[src/rtl/div_pkg.sv]
// Shared definitions for the sequential restoring divider: state encoding,
// default widths and the iteration-counter width helper.
package div_pkg;

    typedef enum logic [1:0] {
        ST_IDLE = 2'd0,
        ST_RUN  = 2'd1,
        ST_DONE = 2'd2
    } state_t;

    localparam int NW_DEF = 16;
    localparam int DW_DEF = 8;

    // Never returns 0 so the counter always has at least one bit.
    function automatic int clog2(input int n);
        int w;
        w = 1;
        while ((1 << w) < n) begin
            w++;
        end
        return w;
    endfunction

endpackage

[src/rtl/div_step.sv]
// One restoring-division step: shift in a dividend bit, subtract the divisor if it fits.
// Purely combinational.
module div_step #(
    parameter int DW = 8
) (
    input  logic [DW-1:0] rem_i,
    input  logic          n_bit_i,
    input  logic [DW-1:0] d_i,
    output logic [DW-1:0] rem_o,
    output logic          q_bit_o
);

    logic [DW:0] t;

    assign t       = {rem_i, n_bit_i};
    assign q_bit_o = (t >= {1'b0, d_i});
    // t - d < d whenever it fits, so the difference is exact in the low DW bits.
    assign rem_o   = t[DW-1:0] - (q_bit_o ? d_i : '0);

endmodule

[src/rtl/div.sv]
// Sequential restoring divider, one quotient bit per clock, MSB first; start reloads at any time.
// Result valid on the single fin cycle, NW edges after start falls; no backpressure.
module div
    import div_pkg::*;
#(
    parameter int NW = NW_DEF,
    parameter int DW = DW_DEF
) (
    input  logic          ck,
    input  logic          rst,
    input  logic          start,
    input  logic [NW-1:0] N,
    input  logic [DW-1:0] D,
    output logic [NW-1:0] Q,
    output logic [DW-1:0] R,
    output logic          fin,
    output logic          dz,
    output logic          busy
);

    localparam int          KW     = clog2(NW);
    localparam logic [KW-1:0] K_LAST = KW'(NW - 1);

    state_t        state_q, state_d;
    logic [KW-1:0] k_q, k_d;
    logic [NW-1:0] nreg_q, nreg_d;
    logic [DW-1:0] dreg_q, dreg_d;
    logic [DW-1:0] rem_q, rem_d;
    logic [NW-1:0] quo_q, quo_d;
    logic          dz_q, dz_d;

    logic [DW-1:0] rem_nxt;
    logic          q_bit;

    div_step #(.DW(DW)) u_step (
        .rem_i   (rem_q),
        .n_bit_i (nreg_q[NW-1]),
        .d_i     (dreg_q),
        .rem_o   (rem_nxt),
        .q_bit_o (q_bit)
    );

    always_ff @(posedge ck or posedge rst) begin
        if (rst) begin
            state_q <= ST_IDLE;
        end else begin
            state_q <= state_d;
        end
    end

    always_comb begin
        state_d = state_q;
        if (start) begin
            state_d = ST_RUN;
        end else begin
            case (state_q)
                ST_RUN:  if (k_q == K_LAST) state_d = ST_DONE;
                ST_DONE: state_d = ST_IDLE;
                default: state_d = state_q;
            endcase
        end
    end

    always_comb begin
        fin  = (state_q == ST_DONE);
        busy = (state_q != ST_IDLE);
        Q    = fin ? quo_q : '0;
        R    = fin ? rem_q : '0;
        dz   = fin & dz_q;
    end

    // The dividend is shifted out MSB first and the quotient shifted in LSB,
    // so after NW steps the first quotient bit has reached the MSB.
    always_comb begin
        k_d    = k_q;
        nreg_d = nreg_q;
        dreg_d = dreg_q;
        rem_d  = rem_q;
        quo_d  = quo_q;
        dz_d   = dz_q;
        if (start) begin
            k_d    = '0;
            nreg_d = N;
            dreg_d = D;
            rem_d  = '0;
            quo_d  = '0;
            dz_d   = (D == '0);
        end else if (state_q == ST_RUN) begin
            k_d    = k_q + KW'(1);
            nreg_d = nreg_q << 1;
            rem_d  = rem_nxt;
            quo_d  = {quo_q[NW-2:0], q_bit};
            if ((k_q == K_LAST) && dz_q) begin
                quo_d = '1;
                rem_d = '0;
            end
        end
    end

    always_ff @(posedge ck or posedge rst) begin
        if (rst) begin
            k_q    <= '0;
            nreg_q <= '0;
            dreg_q <= '0;
            rem_q  <= '0;
            quo_q  <= '0;
            dz_q   <= 1'b0;
        end else begin
            k_q    <= k_d;
            nreg_q <= nreg_d;
            dreg_q <= dreg_d;
            rem_q  <= rem_d;
            quo_q  <= quo_d;
            dz_q   <= dz_d;
        end
    end

endmodule

[config.mk]
export PLATFORM = sky130hd
export DESIGN_NAME = div
export DESIGN_NICKNAME = d
export VERILOG_FILES = /design/src/rtl/div_pkg.sv /design/src/rtl/div_step.sv /design/src/rtl/div.sv
export SDC_FILE = /design/constraint.sdc
export NUM_CORES = 1
export LEC_CHECK = 0
export ABC_AREA = 0
export CAP_MARGIN = 20
export CORE_AREA = 2 2 95 97
export CTS_CLUSTER_DIAMETER = 100
export CTS_CLUSTER_SIZE = 16
export DETAILED_ROUTE_END_ITERATION = 16
export DIE_AREA = 0 0 97 99
export PLACE_DENSITY = 0.61
export SYNTH_ARGS = -nofsm -noshare
export SYNTH_HDL_FRONTEND = slang
export SYNTH_SLANG_ARGS = --single-unit
[constraint.sdc]
create_clock -name ck -period 8.71 [get_ports ck]
set_input_delay 1.742 -clock ck [delete_from_list [all_inputs] [get_ports ck]]
set_output_delay 1.742 -clock ck [all_outputs]
set_load 0.05 [all_outputs]
; After elaboration in Yosys (flattened, before gate mapping)
; Index checks and enable logic that the tools add are counted.
[classes]
n_addsub = 2
magnitude_cmp = 1
n_eq_ne = 4
n_mux = 16
bitwise = 1
n_reduce_logical = 6
[ops]
columns = operator, count
row1 = $mux 16, 6
row2 = $mux 8, 5
row3 = $ge 9x8->1, 1
row4 = $logic_not 8->1, 1
row5 = $mux 4, 2
row6 = $sub 8x8->8, 1
row7 = $add 4x1->4 const B, 1
row8 = $eq 4x4->1 const B, 1
row9 = $mux 2, 2
row10 = $pmux 2 s2, 1
row11 = $reduce_bool 2->1, 2
row12 = $ne 3x2->1 const B, 1
row13 = $reduce_bool 3->1, 1
row14 = $eq 2x1->1 const B, 1
row15 = $eq 2x2->1 const B, 1
row16 = $reduce_and 2->1, 1
row17 = $and 1x1->1, 1
row18 = $logic_and 1x1->1, 1
[totals]
regBits = 55
input_bits = 27
out_inout_bits = 27
wordCells = 37

; Depth between registers and ports, before layout
; Gate-level depths: netlist (run 1).
[depth]
depth_word = 6
mapped_depth = 16
mapped_depth_nobuf = 15

; Cells and area by module
; Synthesis (run 1) repeated with hierarchy kept, for this count alone.
[unflattened]
cells_unflattened = 338
hier_area_um2 = 3150.5
[by_module_without_submodules]
columns = module, instances, cells_per_inst, area_per_inst_um2, seq_area_each_um2
row1 = div, 1, 258, 2588.7, 1376.3
row2 = div_step, 1, 80, 561.8, 0.0

; Least setup slack after synthesis (run 1)
; Ideal clock, no wire load.
[synth_timing]
kind = reg2out
start = register state_q[1]
end = output Q[13]
arrival_time_ns = 1.779
required_ns = 6.968
slack_ns = 5.189
path_stages_with_launch = 4
path_buffers = 1
path_cell_list = dfrtp_1 > nor2b_1 > clkbuf_1 > and2_1
[synth_between]
elab_chain_cells = 2
[synth_lines]
columns = element, line_no
row1 = start: declaration, div.sv:24  ; state_t state_q, state_d;
row2 = start signal: assignment, div.sv:47  ; state_q <= state_d;
row3 = $eq 2x2->1, div.sv:65  ; fin = (state_q == ST_DONE);
row4 = via fin, div.sv:16  ; output logic fin,
row5 = $mux 16, div.sv:67  ; Q = fin ? quo_q : '0;
row6 = end: declaration, div.sv:14  ; output logic [NW-1:0] Q,
; The timed path passes the listed nets, and every way through them passes these cells.

; Final worst setup path (run 1)
[layout_timing]
start = register state_q[1]
end = output R[7]
[layout_between]
elab_chain_cells = 2
[layout_lines]
columns = element, line_no
row1 = $eq 2x2->1, div.sv:65
row2 = $mux 8, div.sv:68  ; R = fin ? rem_q : '0;
row3 = end: declaration, div.sv:15  ; output logic [DW-1:0] R,
; Every way passes these cells.

==> flow_summary.json, run 1 <==
{
  "status": "completed",
  "final_area_sq_um": 3690,
  "cp-end-kind": "output port",
  "dieArea_sq_um": 9600,
  "htree_levels": 2,
  "start_util_pct": 34.5,
  "synth_cells": 327,
  "drive_above_1_share_pct": 5.35,
  "grt_pass1_wl_um": 10400,
  "synth-async-reset-ratio_pct": 100,
  "synth_top_area_share_pct": 46.6,
  "area_growth_pct": 24.9,
  "slew_violations": 0,
  "tns_ns": 0,
  "grt_usage_pct": 13.0,
  "overflow": 0,
  "r2r-end": "rem_q[6]$_DFFE_PP0P_",
  "reg2reg_from": "rem_q[6]$_DFFE_PP0P_",
  "post_cts_buffers": 0,
  "ff_latch_area_sq_um": 1380,
  "fillers": 848,
  "slew_headroom_pct": 33.4,
  "io_buffers": 53,
  "hold_viol": 0,
  "fin_crit_ns": 4.22,
  "numCtsBuffers": 5,
  "ys_top_cells_by_area": "dfrtp_1 (47%), ha_1 (7.2%), nor2_1 (6.2%)",
  "drt_iter0_drc": 71,
  "n_antenna_cell": 0,
  "antenna_left": 0,
  "ctsHoldBuffers": 0,
  "dr_wl_met2_um": 2720,
  "fin_skew_ns": 0.00581,
  "die_w_um": 97,
  "finalSetupViolCount": 0,
  "post_cts_resized": 0,
  "design.core.area_sq_um": 8550,
  "max_freq_ghz": 0.237,
  "max_slew.worst_pin.slew_ns": 0.994,
  "synth_sequential_area_ratio_pct": 46.6,
  "cts_tree": "yes",
  "slowest_delay_ns": 0.81,
  "avgSynthCellArea_sq_um": 9.02,
  "synthFlopType": "dfrtp_1",
  "cpMaxStageDelayCell": "clkdlybuf4s50_1",
  "arrival_ns": 2.48,
  "layout.nets": 418,
  "rsz0062_at_grt": "false",
  "startpoint_type": "register",
  "die_y_um": 99,
  "ys_warn_count": 0,
  "setup.worst_path.end": "R[7]",
  "wl_um": 6070,
  "synth-edff-count": 0,
  "crit_type": "reg2out",
  "finalCritPeriodShare_pct": 48.4,
  "clock-sinks": 55,
  "drt-wirelength-per-cell_um": 12.6,
  "ir_drop_uv": 113,
  "cts-root-buf": "clkbuf_8",
  "met1Wirelength_um": 3000,
  "firstDrtPassIters": 5,
  "powerDensity_nw_per_um2": 215,
  "highest_layer": "met4",
  "cap_viol_max_count": 0,
  "yosysTopAreaCell": "dfrtp_1",
  "wl_met3_um": 299,
  "rows": 34,
  "clkTransAtPathRegs_ns": 0.10,
  "yosys-top-cells-count": "dfrtp_1 (55), nor2_1 (49), nand2_1 (40)",
  "worstPathMaxFanout": 26,
  "clkLatencyLatePin_ns": 0.31,
  "clockBufferDepth": 2,
  "synth_seq_cells": 55,
  "yosysMostFrequentCell": "dfrtp_1",
  "critical_path_required_ns": 6.97,
  "drc_errors": 0,
  "antenna_found_initial": 0,
  "reg2reg_depth": 14,
  "grt_pass1_vias": 2266,
  "cp-startpoint": "state_q[1]$_DFFE_PP0P_",
  "vias": 2293,
  "min_path_type": "reg2reg",
  "place_congestion": 0.885,
  "hpwl_um": 4190,
  "synth_nets": 372,
  "syn_area_sq_um": 2950,
  "r2r_slack_ns": 5.51,
  "fin_util_pct": 43.1,
  "io_pins": 54,
  "crit_chain": "nor2b_2 > and2_1 > clkdlybuf4s50_1",
  "placed_area_sq_um": 3570,
  "synth.distinct_cells": 33,
  "multi_input_area_sq_um": 1460,
  "grt_max_degree": 79,
  "p_leak_nw": 1.64,
  "viasPerCell": 4.76
}
==> layout by cell type, fill, tap and decap left out, types with 2 or more instances in the layout <==
cell type and count:
dfrtp_1 55, clkdlybuf4s50_1 52, nor2_1 49, nand2_1 40, o21ai_0 27, and2_1 26
nor3_1 17, ha_1 17, mux2i_1 14, inv_1 12, a21oi_1 11, xnor2_1 5
clkbuf_8 5, xor2_1 4, a22oi_1 3, a21o_1 3, a22o_1 3, buf_4 3
nor2b_2 2, nand2b_1 2, nor2b_1 2, o21a_1 2, nand3_1 2, nor4_1 2
==> final cells by class <==
type                            instances  share of cell area, %
Timing Repair Buffer                   56                   14.9
Tap cell                              108                   3.67
Multi-Input combinational cell        242                   39.7
Inverter                               13                   1.32
Clock inverter                          3                   1.26
Sequential cell                        55                   37.3
Clock buffer                            5                   1.87
==> worst min path at each step <==
stage	from	end	slack [ns]	depth (start not counted)
after floorplan	rem_q[7]$_DFFE_PP0P_	rem_q[7]$_DFFE_PP0P_	0.49	1
after global placement	k_q[3]$_DFFE_PP0P_	k_q[3]$_DFFE_PP0P_	0.52	2
after detailed placement	rem_q[7]$_DFFE_PP0P_	rem_q[7]$_DFFE_PP0P_	0.52	1
after CTS	nreg_q[0]$_DFFE_PP0P_	nreg_q[0]$_DFFE_PP0P_	0.54	2
after global routing	nreg_q[0]$_DFFE_PP0P_	nreg_q[0]$_DFFE_PP0P_	0.56	2
final	nreg_q[0]$_DFFE_PP0P_	nreg_q[0]$_DFFE_PP0P_	0.53	2
==> per-stage QoR <==
stage          power, W  cells  setup WS, ns  hold WS [ns]
2_1_floorplan  0.000557    327          5.19         0.488
6_report       0.000793    482          4.49         0.531
3_3_place_gp   0.000619    474          4.81         0.517
4_1_cts        0.000803    482          4.42         0.539
5_1_grt        0.000859    482          4.28         0.565
3_5_place_dp   0.000625    474          4.79         0.524
==> state kept, by name (all words and copies together), names as in the netlist <==
| name | count |
|---|---|
| rem_q | 8 |
| dz_q | 1 |
| k_q | 4 |
| nreg_q | 16 |
| dreg_q | 8 |
| state_q | 2 |
| quo_q | 16 |
==> report_power, final <==
| group | total (W) | switching (W) | internal, W | leakage [nW] |
|---|---|---|---|---|
| logic | 0.000304 | 0.000152 | 0.000152 | 0.879 |
| clock network | 0.000174 | 0.0000873 | 0.0000867 | 0.0548 |
| registers | 0.000315 | 0.0000289 | 0.000286 | 0.708 |
==> routing by layer <==
metal / vias up / global-route usage, %
met3: 4 / 3.12
met4: 0 / 2.60
met1: 1064 / 17.4
met2: 51 / 21.7
met5: - / 0
li1: 1174 / -
==> worst max-delay path: cells and delay by family, from the launching register on <==
family                 cells  cell delay [ns]
buffers and inverters      1             0.81
and+or+nand+nor            2             0.93
DFF                        1             0.43
==> cells by family after synthesis <==
logic type | count (synthesis) | synth area share (%)
mux | 15 | 5.13
flops | 55 | 46.6
buf+inv | 30 | 3.94
xor+xnor | 9 | 2.67
fa+ha+maj | 18 | 7.89
compound gates | 53 | 10.7
simple gates | 147 | 23.0
Note: power is estimated with default switching activity, not from simulation.
==> run 2: changes to the inputs <==
--- a/config.mk
+++ b/config.mk
@@ -12,7 +12,7 @@
 export CTS_CLUSTER_SIZE = 16
 export DETAILED_ROUTE_END_ITERATION = 16
 export DIE_AREA = 0 0 97 99
-export PLACE_DENSITY = 0.61
+export PLACE_DENSITY = 0.63
 export SYNTH_ARGS = -nofsm -noshare
 export SYNTH_HDL_FRONTEND = slang
 export SYNTH_SLANG_ARGS = --single-unit
==> constraint.sdc (replaced) <==
create_clock -name ck -period 3.6 [get_ports ck]
set_input_delay 0.72 -clock ck [delete_from_list [all_inputs] [get_ports ck]]
set_output_delay 0.72 -clock ck [all_outputs]
set_load 0.05 [all_outputs]
==> run 2 against run 1 <==
Net effect:
- die area stayed put
- routed wire length is 3.4% higher
- critical path depth grew 10
- largest power group is now combinational logic
- critical path type is now reg2reg
- hold slack gained 0.0084 ns
- clock skew is 0.0031 ns higher
- via count rose by 1.5%
- flip-flop and latch count unchanged
- combinational power up 150%
==> flow_summary.json, run 2 (synthesized netlist as in run 1, its figures left out) <==
{
  "status": "completed",
  "cap_viol_max_count": 0,
  "final_cell_mix": "dfrtp_1 (55), clkdlybuf4s50_1 (52), nor2_1 (49)",
  "cts_tree": "yes",
  "hold_ws_ns": 0.540,
  "grt_usage_pct": 13.5,
  "io_pins": 54,
  "rsz0062_at_grt": "false",
  "grt_pass1_vias": 2307,
  "p_leak_nw": 1.67,
  "clock-sinks": 55,
  "fin_crit_ns": 3.00,
  "crit_type": "reg2reg",
  "viasPerCell": 4.79,
  "min_path_type": "reg2reg",
  "ir_drop_uv": 209,
  "dieArea_sq_um": 9600,
  "drive_above_1_share_pct": 5.82,
  "slew_headroom_pct": 41.2,
  "placed_area_sq_um": 3590,
  "arrival_ns": 3.20,
  "numCtsBuffers": 5,
  "cts-root-buf": "clkbuf_8",
  "hpwl_um": 4430,
  "place_congestion": 0.839,
  "preCtsSetupSlack_ns": 0.622,
  "drc_errors": 0,
  "htree_levels": 2,
  "p_total_w": 0.00194,
  "post_cts_buffers": 0,
  "die_w_um": 97,
  "max_slew.worst_pin.slew_ns": 0.882,
  "vias": 2327,
  "final_area_sq_um": 3730,
  "drt-wirelength-per-cell_um": 12.9,
  "top_regs": "nreg_q (16), quo_q (16)",
  "max_freq_ghz": 0.333,
  "clkTransAtPathRegs_ns": 0.10,
  "final_common_cell": "dfrtp_1",
  "layout.nets": 422,
  "worstPathMaxFanout": 8,
  "rows": 34,
  "design.core.area_sq_um": 8550,
  "start_util_pct": 34.5,
  "area_growth_pct": 26.5,
  "startpoint_type": "register",
  "cp-end-kind": "register",
  "wl_um": 6270,
  "ctsHoldBuffers": 0,
  "overflow": 0,
  "slew_violations": 0,
  "fin_skew_ns": 0.00894,
  "finalCritPeriodShare_pct": 83.3,
  "tns_ns": 0,
  "powerDensity_nw_per_um2": 521,
  "grt_pass1_wl_um": 10700,
  "worst_slack_ns": 0.600,
  "drt_iter0_drc": 120,
  "finalSetupViolCount": 0,
  "antenna_left": 0,
  "firstDrtPassIters": 4,
  "post_cts_resized": 0,
  "antenna_found_initial": 0,
  "grt_max_degree": 59,
  "hold_viol": 0,
  "critical_path_required_ns": 3.80,
  "die_y_um": 99,
  "clockBufferDepth": 2,
  "n_antenna_cell": 0,
  "io_buffers": 53,
  "clkLatencyLatePin_ns": 0.31
}
run 2: changes by cell type in the layout (fill, tap and decap cells not counted):
cell	delta
clkinv_2	+1
buf_16	+1
buf_4	+3
clkinvlp_4	-1
clkbuf_8	+1
nor2b_2	-2
nor2b_1	+2
inv_6	-1
run 2: power by group:
part           internal (W)  total (W)  switching (W)
Clock              0.000226   0.000429       0.000203
Combinational      0.000380   0.000759       0.000379
Sequential         0.000692   0.000756      0.0000635
Total               0.00130    0.00194       0.000645
run 2: layout make-up:
cell class              instances  area (sq um)
fillers                       865          4820
multi-input cells             242          1460
flip-flops and latches         55          1380
repair buffers                 60           598
well taps                     108           135
clock buffers                   6          82.6
inverters                      13          48.8
clock inverters                 2          35.0
run 2: path summary, 6_finish.rpt:
kind / slack [ns] / cells after the start / end / start
min in group asynchronous: 0.92 / 3 / quo_q[6]$_DFFE_PP0P_ / rst
setup / recovery: 0.60 / 13 / rem_q[5]$_DFFE_PP0P_ / rem_q[3]$_DFFE_PP0P_
hold reg to reg: 0.54 / 2 / nreg_q[0]$_DFFE_PP0P_ / nreg_q[0]$_DFFE_PP0P_
hold / removal: 0.54 / 2 / nreg_q[0]$_DFFE_PP0P_ / nreg_q[0]$_DFFE_PP0P_
setup reg to reg: 0.60 / 13 / rem_q[5]$_DFFE_PP0P_ / rem_q[3]$_DFFE_PP0P_
max in group asynchronous: 2.22 / 3 / nreg_q[11]$_DFFE_PP0P_ / rst
run 2: metal layers:
metal,track usage (%),vias to the layer above,wire [um]
met5,0,-,0
met4,4.23,0,72
met3,2.62,4,189
met2,23.0,38,2990
met1,17.5,1100,3020
li1,-,1185,-
run 2: stage by stage:
step	instances	utilization, %
after floorplan	327	-
after global placement	477	42.0
after detailed placement	477	42.0
after CTS	485	43.3
after global routing	486	43.7
final	486	43.7
run 2: worst max-delay path, stage by stage (launching register included):
cell	delay, ns
dfrtp_1	0.44
ha_1	0.31
a21oi_1	0.19
o221ai_1	0.17
a21o_1	0.20
buf_4	0.16
nand2_1	0.12
ha_1	0.23
nor2b_1	0.14
o31a_2	0.32
o21a_1	0.18
nor2_1	0.12
xnor2_1	0.09
a22o_1	0.24
==> run 3: changes to the inputs <==
==> constraint.sdc (replaced) <==
create_clock -name ck -period 2.4 [get_ports ck]
set_input_delay 0.48 -clock ck [delete_from_list [all_inputs] [get_ports ck]]
set_output_delay 0.48 -clock ck [all_outputs]
set_load 0.05 [all_outputs]
==> run 3 against run 2 <==
Net effect:
- the flow now finishes with violations (setup timing)
- design area increased by 22%
- critical path depth unchanged
- via count increased by 8.4%
- combinational power increased to 2.6 times the previous value
- power increased by 87%
- hold slack improved by 0.0081 ns
- highest routed layer unchanged
==> flow_summary.json, run 3 (synthesized netlist as in run 1, its figures left out) <==
{
  "status": "complete, but fails checks",
  "violations": "setup timing",
  "antenna_found_initial": 0,
  "reg2reg_depth": 13,
  "r2r_slack_ns": -0.30,
  "hold_viol": 0,
  "layout.nets": 467,
  "grt_pass1_vias": 2536,
  "tns_ns": -1.49,
  "top_regs": "nreg_q (16), quo_q (16)",
  "cpMaxStageDelayCell": "dfrtp_1",
  "drt_iter0_drc": 92,
  "cap_viol_max_count": 0,
  "numCtsBuffers": 5,
  "area_growth_pct": 53.9,
  "finalSetupViolCount": 6,
  "overflow": 0,
  "fin_skew_ns": 0.00635,
  "slew_violations": 0,
  "preCtsSetupSlack_ns": -0.459,
  "slew_headroom_pct": 64.4,
  "antenna_left": 0,
  "io_buffers": 53,
  "setup.worst_path.end": "rem_q[5]$_DFFE_PP0P_",
  "p_total_w": 0.00364,
  "htree_levels": 2,
  "start_util_pct": 34.5,
  "clock-sinks": 55,
  "place_congestion": 0.830,
  "placed_area_sq_um": 4160,
  "hold_ws_ns": 0.548,
  "die_y_um": 99,
  "power_frac_seq_pct": 31.1,
  "drt-wirelength-per-cell_um": 13.6,
  "r2r-end": "rem_q[5]$_DFFE_PP0P_",
  "vias": 2523,
  "crit_chain": "inv_2 > ha_4 > a21oi_2 > o221ai_4 > a21o_4 > nand2_4 > ha_4 > nor2b_4 > o31a_2 > o21a_1 > nor2_2 > xnor2_1 > a22o_1",
  "grt_usage_pct": 14.9,
  "clkLatencyLatePin_ns": 0.30,
  "firstDrtPassIters": 4,
  "finalCritPeriodShare_pct": 113,
  "min_path_type": "in2async",
  "path_common_cell": "ha_4",
  "p_sw_w": 0.00126,
  "io_pins": 54,
  "fin_crit_ns": 2.70,
  "cp-startpoint": "dreg_q[6]$_DFFE_PP0P_",
  "path_depth": 13,
  "final_common_cell": "dfrtp_1",
  "comb_power_share_pct": 54.9,
  "cts_tree": "yes",
  "switching_share_pct": 34.6,
  "clkTransAtPathRegs_ns": 0.10,
  "viasPerCell": 4.75,
  "grt_pass1_wl_um": 11900,
  "cp-end-kind": "register",
  "dieArea_sq_um": 9600,
  "max_freq_ghz": 0.370,
  "slowest_delay_ns": 0.40,
  "powerDensity_nw_per_um2": 802,
  "design.core.area_sq_um": 8550,
  "clkPwrFrac_pct": 14.0,
  "ctsHoldBuffers": 0,
  "final_area_sq_um": 4540,
  "worst_slack_ns": -0.302,
  "final_cell_mix": "dfrtp_1 (55), buf_4 (48), nor2_1 (47)",
  "arrival_ns": 2.90,
  "reg2reg_from": "dreg_q[6]$_DFFE_PP0P_",
  "crit_buf_inv": 1,
  "p_int_w": 0.00238,
  "critical_path_required_ns": 2.60,
  "ir_drop_uv": 317,
  "startpoint_type": "register",
  "crit_type": "reg2reg",
  "rsz0062_at_grt": "true",
  "worstPathMaxFanout": 4,
  "cts-root-buf": "clkbuf_8",
  "n_antenna_cell": 0,
  "max_slew.worst_pin.slew_ns": 0.533,
  "p_leak_nw": 2.03,
  "wl_um": 7240,
  "drive_above_1_share_pct": 30.7,
  "clockBufferDepth": 2,
  "crit_family": "compound AO/OA/AOI/OAI gates",
  "drc_errors": 0,
  "rows": 34,
  "die_w_um": 97,
  "hpwl_um": 5020,
  "grt_max_degree": 56
}
## run 3: cell count changes in the layout (fill, tap and decap cells not counted), moves of 4 or more
| cell | delta |
|---|---|
| a21oi_1 | -5 |
| buf_12 | +28 |
| buf_4 | +42 |
| clkdlybuf4s50_1 | -26 |
| ha_1 | -11 |
| ha_4 | +8 |
| inv_1 | -5 |
| inv_2 | +5 |
| nand2_1 | -4 |
## run 3: routing by layer
metal | vias up | part of all wire [%] | GRT usage (%)
met5 | - | 0 | 0
met4 | 0 | 0.61 | 3.47
met3 | 2 | 3.5 | 1.99
met2 | 45 | 48 | 24.5
met1 | 1203 | 48 | 21.1
li1 | 1273 | - | -
## run 3: metrics by stage
stage	util, %	std cells
6_report	53.1	531
5_1_grt	53.1	531
4_1_cts	51.7	527
3_5_place_dp	48.6	513
3_3_place_gp	48.6	513
2_1_floorplan	-	327
## run 3: tightest hold or removal path, stage by stage
cell	delay, ns
clkdlybuf4s50_1	0.42
inv_2	0.07
buf_12	0.27
## run 3: cell type report
type / instances / area (sq um)
repair buffers: 105 / 1210
fillers: 777 / 4010
multi-input cells: 242 / 1680
inverters: 13 / 48.8
clock inverters: 3 / 18.8
flip-flops and latches: 55 / 1380
clock buffers: 5 / 68.8
well taps: 108 / 135
## run 3: what timing repair did
| item | in CTS | in global routing |
|---|---|---|
| cloned | 0 | 0 |
| setup buffers | 6 | 5 |
| gates resized for setup | 26 | 16 |
| pin swaps | 5 | 12 |
| hold endpoints to repair | 0 | 0 |
| setup endpoints to repair | 7 | 7 |
## run 3: worst min path at each step
stage	start	end	depth (start not counted)	slack [ns]
floorplan	rem_q[7]$_DFFE_PP0P_	rem_q[7]$_DFFE_PP0P_	1	0.49
global placement	k_q[3]$_DFFE_PP0P_	k_q[3]$_DFFE_PP0P_	2	0.51
detailed placement	k_q[3]$_DFFE_PP0P_	k_q[3]$_DFFE_PP0P_	2	0.54
CTS	rst	nreg_q[10]$_DFFE_PP0P_	3	0.55
global route	rst	quo_q[9]$_DFFE_PP0P_	3	0.56
finish	rst	nreg_q[11]$_DFFE_PP0P_	3	0.55
## run 3: power by group through the flow
stage	Clock, W	Combinational (W)	Sequential [W]
after floorplan	0	0.000954	0.00112
after global placement	0	0.00145	0.00113
after detailed placement	0	0.00148	0.00113
after CTS	0.000528	0.00179	0.00113
after global routing	0.000561	0.00218	0.00115
final	0.000511	0.00200	0.00113
